<file path="src/rtl/maze_pkg.sv">
// Shared maze geometry, wall-bit positions, direction and FSM encodings for the
// player movement controller.
package maze_pkg;

  localparam int unsigned ROWS       = 15;
  localparam int unsigned COLS       = 15;
  localparam int unsigned POS_W      = 4;
  localparam int unsigned START_ROW  = 14;
  localparam int unsigned START_COL  = 0;
  localparam int unsigned FIN_ROW    = 0;
  localparam int unsigned FIN_COL    = 14;
  localparam int unsigned DEF_CNT_W  = 10;

  localparam int unsigned WALL_TOP    = 3;
  localparam int unsigned WALL_RIGHT  = 2;
  localparam int unsigned WALL_BOTTOM = 1;
  localparam int unsigned WALL_LEFT   = 0;

  typedef enum logic [1:0] {
    DIR_U = 2'd0,
    DIR_D = 2'd1,
    DIR_L = 2'd2,
    DIR_R = 2'd3
  } dir_e;

  typedef enum logic [1:0] {
    ST_IDLE  = 2'd0,
    ST_FETCH = 2'd1,
    ST_CHECK = 2'd2,
    ST_WON   = 2'd3
  } state_e;

  // Wall-nibble bit guarding the side of the cell the player would cross.
  function automatic logic [1:0] wall_idx(input dir_e dir);
    logic [1:0] idx;
    case (dir)
      DIR_U:   idx = 2'(WALL_TOP);
      DIR_D:   idx = 2'(WALL_BOTTOM);
      DIR_L:   idx = 2'(WALL_LEFT);
      default: idx = 2'(WALL_RIGHT);
    endcase
    return idx;
  endfunction

endpackage

</file>
<file path="src/rtl/maze_move_controller_step.sv">
// Evaluates one candidate move: blocked by a wall or the grid edge, otherwise
// the neighbouring cell in the requested direction.
module maze_move_controller_step
  import maze_pkg::*;
(
  input  logic [POS_W-1:0] row,
  input  logic [POS_W-1:0] col,
  input  dir_e             dir,
  input  logic [3:0]       walls,
  output logic             blocked_c,
  output logic [POS_W-1:0] next_row_c,
  output logic [POS_W-1:0] next_col_c
);

  logic at_edge;

  always_comb begin
    at_edge    = 1'b0;
    next_row_c = row;
    next_col_c = col;
    case (dir)
      DIR_U:   at_edge = (row == POS_W'(0));
      DIR_D:   at_edge = (row == POS_W'(ROWS - 1));
      DIR_L:   at_edge = (col == POS_W'(0));
      default: at_edge = (col == POS_W'(COLS - 1));
    endcase
    // The grid edge blocks regardless of what the ROM reports.
    blocked_c = at_edge | walls[wall_idx(dir)];
    if (!blocked_c) begin
      case (dir)
        DIR_U:   next_row_c = row - POS_W'(1);
        DIR_D:   next_row_c = row + POS_W'(1);
        DIR_L:   next_col_c = col - POS_W'(1);
        default: next_col_c = col + POS_W'(1);
      endcase
    end
  end

endmodule

</file>
<file path="src/rtl/maze_move_controller.sv">
// Player movement sequencer: latches a direction pulse, fetches the current
// cell's walls from maze_rom, then accepts or blocks the move.
module maze_move_controller
  import maze_pkg::*;
#(
  parameter int unsigned CNT_W = DEF_CNT_W
) (
  input  logic             clk,
  input  logic             reset_n,
  input  logic             btn_u,
  input  logic             btn_d,
  input  logic             btn_l,
  input  logic             btn_r,
  input  logic             restart,
  output logic [3:0]       rom_row,
  output logic [3:0]       rom_col,
  input  logic [3:0]       rom_walls,
  output logic [3:0]       player_row,
  output logic [3:0]       player_col,
  output logic [CNT_W-1:0] move_count,
  output logic             busy,
  output logic             bump,
  output logic             won
);

  state_e           state_q, state_d;
  dir_e             dir_q, dir_d;
  logic [POS_W-1:0] row_q, row_d;
  logic [POS_W-1:0] col_q, col_d;
  logic [CNT_W-1:0] cnt_q, cnt_d;
  logic             busy_q, busy_d;
  logic             bump_q, bump_d;
  logic             won_q, won_d;

  logic             blocked_c;
  logic [POS_W-1:0] next_row_c;
  logic [POS_W-1:0] next_col_c;

  maze_move_controller_step u_step (
    .row        (row_q),
    .col        (col_q),
    .dir        (dir_q),
    .walls      (rom_walls),
    .blocked_c  (blocked_c),
    .next_row_c (next_row_c),
    .next_col_c (next_col_c)
  );

  always_comb begin
    state_d = state_q;
    dir_d   = dir_q;
    row_d   = row_q;
    col_d   = col_q;
    cnt_d   = cnt_q;
    bump_d  = 1'b0;
    if (restart) begin
      state_d = ST_IDLE;
      row_d   = POS_W'(START_ROW);
      col_d   = POS_W'(START_COL);
      cnt_d   = '0;
    end else begin
      case (state_q)
        ST_IDLE: begin
          if (btn_u | btn_d | btn_l | btn_r) begin
            state_d = ST_FETCH;
            if (btn_u)      dir_d = DIR_U;
            else if (btn_d) dir_d = DIR_D;
            else if (btn_l) dir_d = DIR_L;
            else            dir_d = DIR_R;
          end
        end
        ST_FETCH: state_d = ST_CHECK;
        ST_CHECK: begin
          if (blocked_c) begin
            bump_d  = 1'b1;
            state_d = ST_IDLE;
          end else begin
            row_d   = next_row_c;
            col_d   = next_col_c;
            cnt_d   = (&cnt_q) ? cnt_q : cnt_q + CNT_W'(1);
            state_d = (next_row_c == POS_W'(FIN_ROW) && next_col_c == POS_W'(FIN_COL))
                      ? ST_WON : ST_IDLE;
          end
        end
        ST_WON: state_d = ST_WON;
      endcase
    end
    busy_d = (state_d != ST_IDLE);
    won_d  = (state_d == ST_WON);
  end

  always_ff @(posedge clk or negedge reset_n) begin
    if (!reset_n) begin
      state_q <= ST_IDLE;
      dir_q   <= DIR_U;
      row_q   <= POS_W'(START_ROW);
      col_q   <= POS_W'(START_COL);
      cnt_q   <= '0;
      busy_q  <= 1'b0;
      bump_q  <= 1'b0;
      won_q   <= 1'b0;
    end else begin
      state_q <= state_d;
      dir_q   <= dir_d;
      row_q   <= row_d;
      col_q   <= col_d;
      cnt_q   <= cnt_d;
      busy_q  <= busy_d;
      bump_q  <= bump_d;
      won_q   <= won_d;
    end
  end

  // The ROM address follows the player so it is already stable during FETCH.
  assign rom_row    = row_q;
  assign rom_col    = col_q;
  assign player_row = row_q;
  assign player_col = col_q;
  assign move_count = cnt_q;
  assign busy       = busy_q;
  assign bump       = bump_q;
  assign won        = won_q;

endmodule

</file>
<file path="config.mk">
export PLATFORM = sky130hd
export DESIGN_NAME = maze_move_controller
export DESIGN_NICKNAME = d
export VERILOG_FILES = /design/src/rtl/maze_pkg.sv /design/src/rtl/maze_move_controller_step.sv /design/src/rtl/maze_move_controller.sv
export SDC_FILE = /design/constraint.sdc
export NUM_CORES = 1
export LEC_CHECK = 0
export ABC_AREA = 1
export CAP_MARGIN = 15
export CORE_UTILIZATION = 39
export DETAILED_ROUTE_END_ITERATION = 7
export DONT_BUFFER_PORTS = 1
export PLACE_DENSITY_LB_ADDON = 0.25
export SYNTH_ARGS = -nofsm -noshare
export SYNTH_HDL_FRONTEND = slang
export SYNTH_HIERARCHICAL = 1
export SYNTH_SLANG_ARGS = --single-unit
export TNS_END_PERCENT = 5
</file>
<file path="constraint.sdc">
create_clock -name clk -period 2.9 [get_ports clk]
set_clock_uncertainty 0.1 [all_clocks]
set_input_delay 0.435 -clock clk [delete_from_list [all_inputs] [get_ports clk]]
set_output_delay 0.435 -clock clk [all_outputs]
set_load 0.1 [all_outputs]
</file>
==> impl_metrics.toml <==
[clock_network]
cts_buffers = 3
post-cts-setup-buffer-count = 0
cts.sinks = 25
cts_tree = "done"
clkSlewWorstSetupHoldPaths_ns = 0.09
insertion_delay_ns = 0.27
cts_buffer_depth = 2
root_buffer = "clkbuf_8"
h-tree-depth = 1

[yosys]
synth_cell_types = 33
syn_area_um2 = 1990
ys_top_cells_by_area = "dfrtp_1, nand2_1, inv_1"
synth-seq-cells = 25
synth_largest_area_cell = "dfrtp_1"
synth_edf_count = 0
netlist_instances = 275
yosysSeqAreaShare = 0.316
syn-num-nets = 297
avgSynthCellArea_um2 = 7.24
synth-warning-count = 6
synth_top_area_frac = 0.276
dominantRegCellSynth = "dfrtp_1"
async_flop_share = 1.00

[power_and_ir_drop]
p_seq_frac = 0.330
p_sw_uw = 622
pwr-share-comb = 0.507
p_int_uw = 647
power_density_nw_per_um2 = 570
power_switching_share = 0.490
peakVddDrop_mv = 0.485
clockPowerShare = 0.163
leakage_uw = 0.00111

[drt]
drc = 0
first_pass_iters = 4
totalWireLength_um = 4260
wl_per_cell_um = 12.0
via_count = 1710
drt_iter0_drc = 74
vias_per_cell = 4.80
ant_nets = 0

[floorplan]
pin_count = 40
coreArea_um2 = 4820
start_util = 0.414
rows = 25
die-area_um2 = 5400
die_h_um = 73.5
die_x_um = 73.5

[layout]
drive_gt1_frac = 0.218
antenna_cells = 0
num-nets-final = 312
syn2layout_area_growth_pct = 11.8
n_fill_cell = 507

[sta]
setup_tns_ns = 0
fin_crit_sh = 0.893
relSlewSlack = 0.421
hold_viol = 0
period_minus_slack_ns = 2.59
fmaxAchievable_ghz = 0.386
rsz0062_at_grt = "false"
slew_viol_final = 0
tightestPinTransition_ns = 0.869
setup_viol = 0
setup_ws_ns = 0.309

[setup_path]
critPathLaunch = "dir_q[1]"
r2r_end = "busy"
start_kind = "flip-flop"
endpoint = "busy"
r2r_setup_slack_ns = 0.31
worst_ep_arrival_time_ns = 2.70
path_max_fanout = 6
required_ns = 3.01
r2r_cells = 17
endpoint_kind = "flip-flop"
critical_path_class = "flip-flop to flip-flop"
crit-reg2reg-launch = "dir_q[1]"

[grt]
antenna_found_initial = 0
track_usage = 0.172
grt_pass1_wl_um = 7150
use_met2 = 0.295
grt_start_max_net_pins = 26
overflow = 0
grt_pass1_vias = 1580
busiest_layer = "met2"
grt_util_met1 = 0.221
grt_util_met3 = 0.0343

[placed_design]
dpl_worst_slack_ns = 0.197
hpwlAfterDp_um = 3350
gp_congestion = 0.816
numPortBuffers = 0

[min_path]
hold_path_class = "primary input to flip-flop"

[outcome]
status = "completed"

[job]
cap_violations = 0
==> sequential cells by signal, indices dropped and copies added, names as in the netlist <==
register / cells
busy: 1
player_row: 4
bump: 1
state_q: 2
move_count: 10
won: 1
dir_q: 2
player_col: 4
==> power groups by stage <==
stage / registers, uW / clock network (uW) / logic [uW]
floorplan: 523 / 0 / 461
global placement: 426 / 0 / 627
detailed placement: 426 / 0 / 632
CTS: 419 / 221 / 645
global route: 424 / 232 / 709
finish: 419 / 207 / 643
==> what timing repair did <==
action,CTS,global route
setup endpoints to repair,0,4
resized for setup,0,4
hold buffers,2,0
hold endpoints to repair,25,0
==> kinds of logic after synthesis <==
kind of cell	synth area share
AND/OR/NAND/NOR	0.364
buffers and inverters	0.115
AO/OA/AOI/OAI	0.0967
flip-flops	0.316
adder cells (fa/ha/maj)	0.0729
XOR/XNOR	0.0352
==> cell type report <==
cell class | instances | area [um2] | share of cell area
clock buffers | 4 | 45.0 | 0.0202
inverters | 39 | 149 | 0.0669
multi-input cells | 200 | 1140 | 0.512
flip-flops and latches | 25 | 637 | 0.286
well taps | 67 | 83.8 | 0.0376
repair buffers | 21 | 173 | 0.0775
==> per-layer routing <==
layer / part of all wire / vias to the layer above
met1: 0.47 / 771
li1: - / 893
met3: 0.044 / 5
met2: 0.48 / 41
met4: 0.0082 / 0
met5: 0 / -
==> worst max-delay path, stage by stage, from the launching register on <==
cell	delay [ns]
dfrtp_2	0.45
inv_1	0.11
ha_2	0.23
inv_1	0.09
ha_1	0.33
nand2_1	0.07
nand2_1	0.05
nor2_1	0.13
o21ai_0	0.08
a21oi_1	0.16
nand2_1	0.07
nand2_1	0.06
nand2_1	0.07
nor2_1	0.10
nand4_1	0.10
o21ai_2	0.14
nand3_1	0.10
nand2_1	0.09
==> placed cells by master (no fill, tap or decap), types with 6 or more instances in the layout <==
cell / n
a21oi_1: 9
buf_4: 19
dfrtp_1: 16
dfrtp_2: 6
ha_1: 9
inv_1: 35
nand2_1: 79
nand2_2: 6
nand3_1: 24
nor2_1: 20
o21ai_0: 13
==> how the worst min path moves through the flow <==
| stage | start | to | slack [ns] | cells past startpoint |
|---|---|---|---|---|
| 3_5_place_dp | reset_n | move_count[7] | 0.04 | 0 |
| 2_1_floorplan | reset_n | bump | 0.04 | 0 |
| 5_1_grt | restart | player_col[2] | 0.09 | 1 |
| 4_1_cts | restart | player_col[2] | 0.1 | 1 |
| 6_report | restart | player_col[2] | 0.11 | 1 |
| 3_3_place_gp | reset_n | move_count[7] | 0.04 | 0 |
==> metrics by stage <==
| step | power (uW) | util | hold slack, ns | std cells | cell area, um2 |
|---|---|---|---|---|---|
| floorplan | 984 | - | 0.0394 | 275 | 1990 |
| global placement | 1050 | 0.445 | 0.0400 | 350 | 2140 |
| detailed placement | 1060 | 0.445 | 0.0400 | 350 | 2140 |
| CTS | 1290 | 0.461 | 0.0995 | 356 | 2220 |
| global route | 1360 | 0.462 | 0.0939 | 356 | 2230 |
| finish | 1270 | 0.462 | 0.109 | 356 | 2230 |
==> cells in the mapped netlist (2+ instances only) <==
library cell / count
a21oi_1: 9
buf_4: 8
dfrtp_1: 22
dfstp_2: 3
ha_1: 10
inv_1: 35
inv_2: 3
nand2_1: 79
nand2_2: 6
nand2_4: 2
nand3_1: 24
nand3_2: 2
nand3_4: 2
nand4_1: 4
nor2_1: 20
nor2_2: 3
nor2_4: 2
o21ai_0: 14
o21ai_1: 3
o21ai_2: 3
o21bai_1: 2
or2_2: 2
xnor2_1: 4
xor2_1: 4
(Power assumes the default switching activity.)
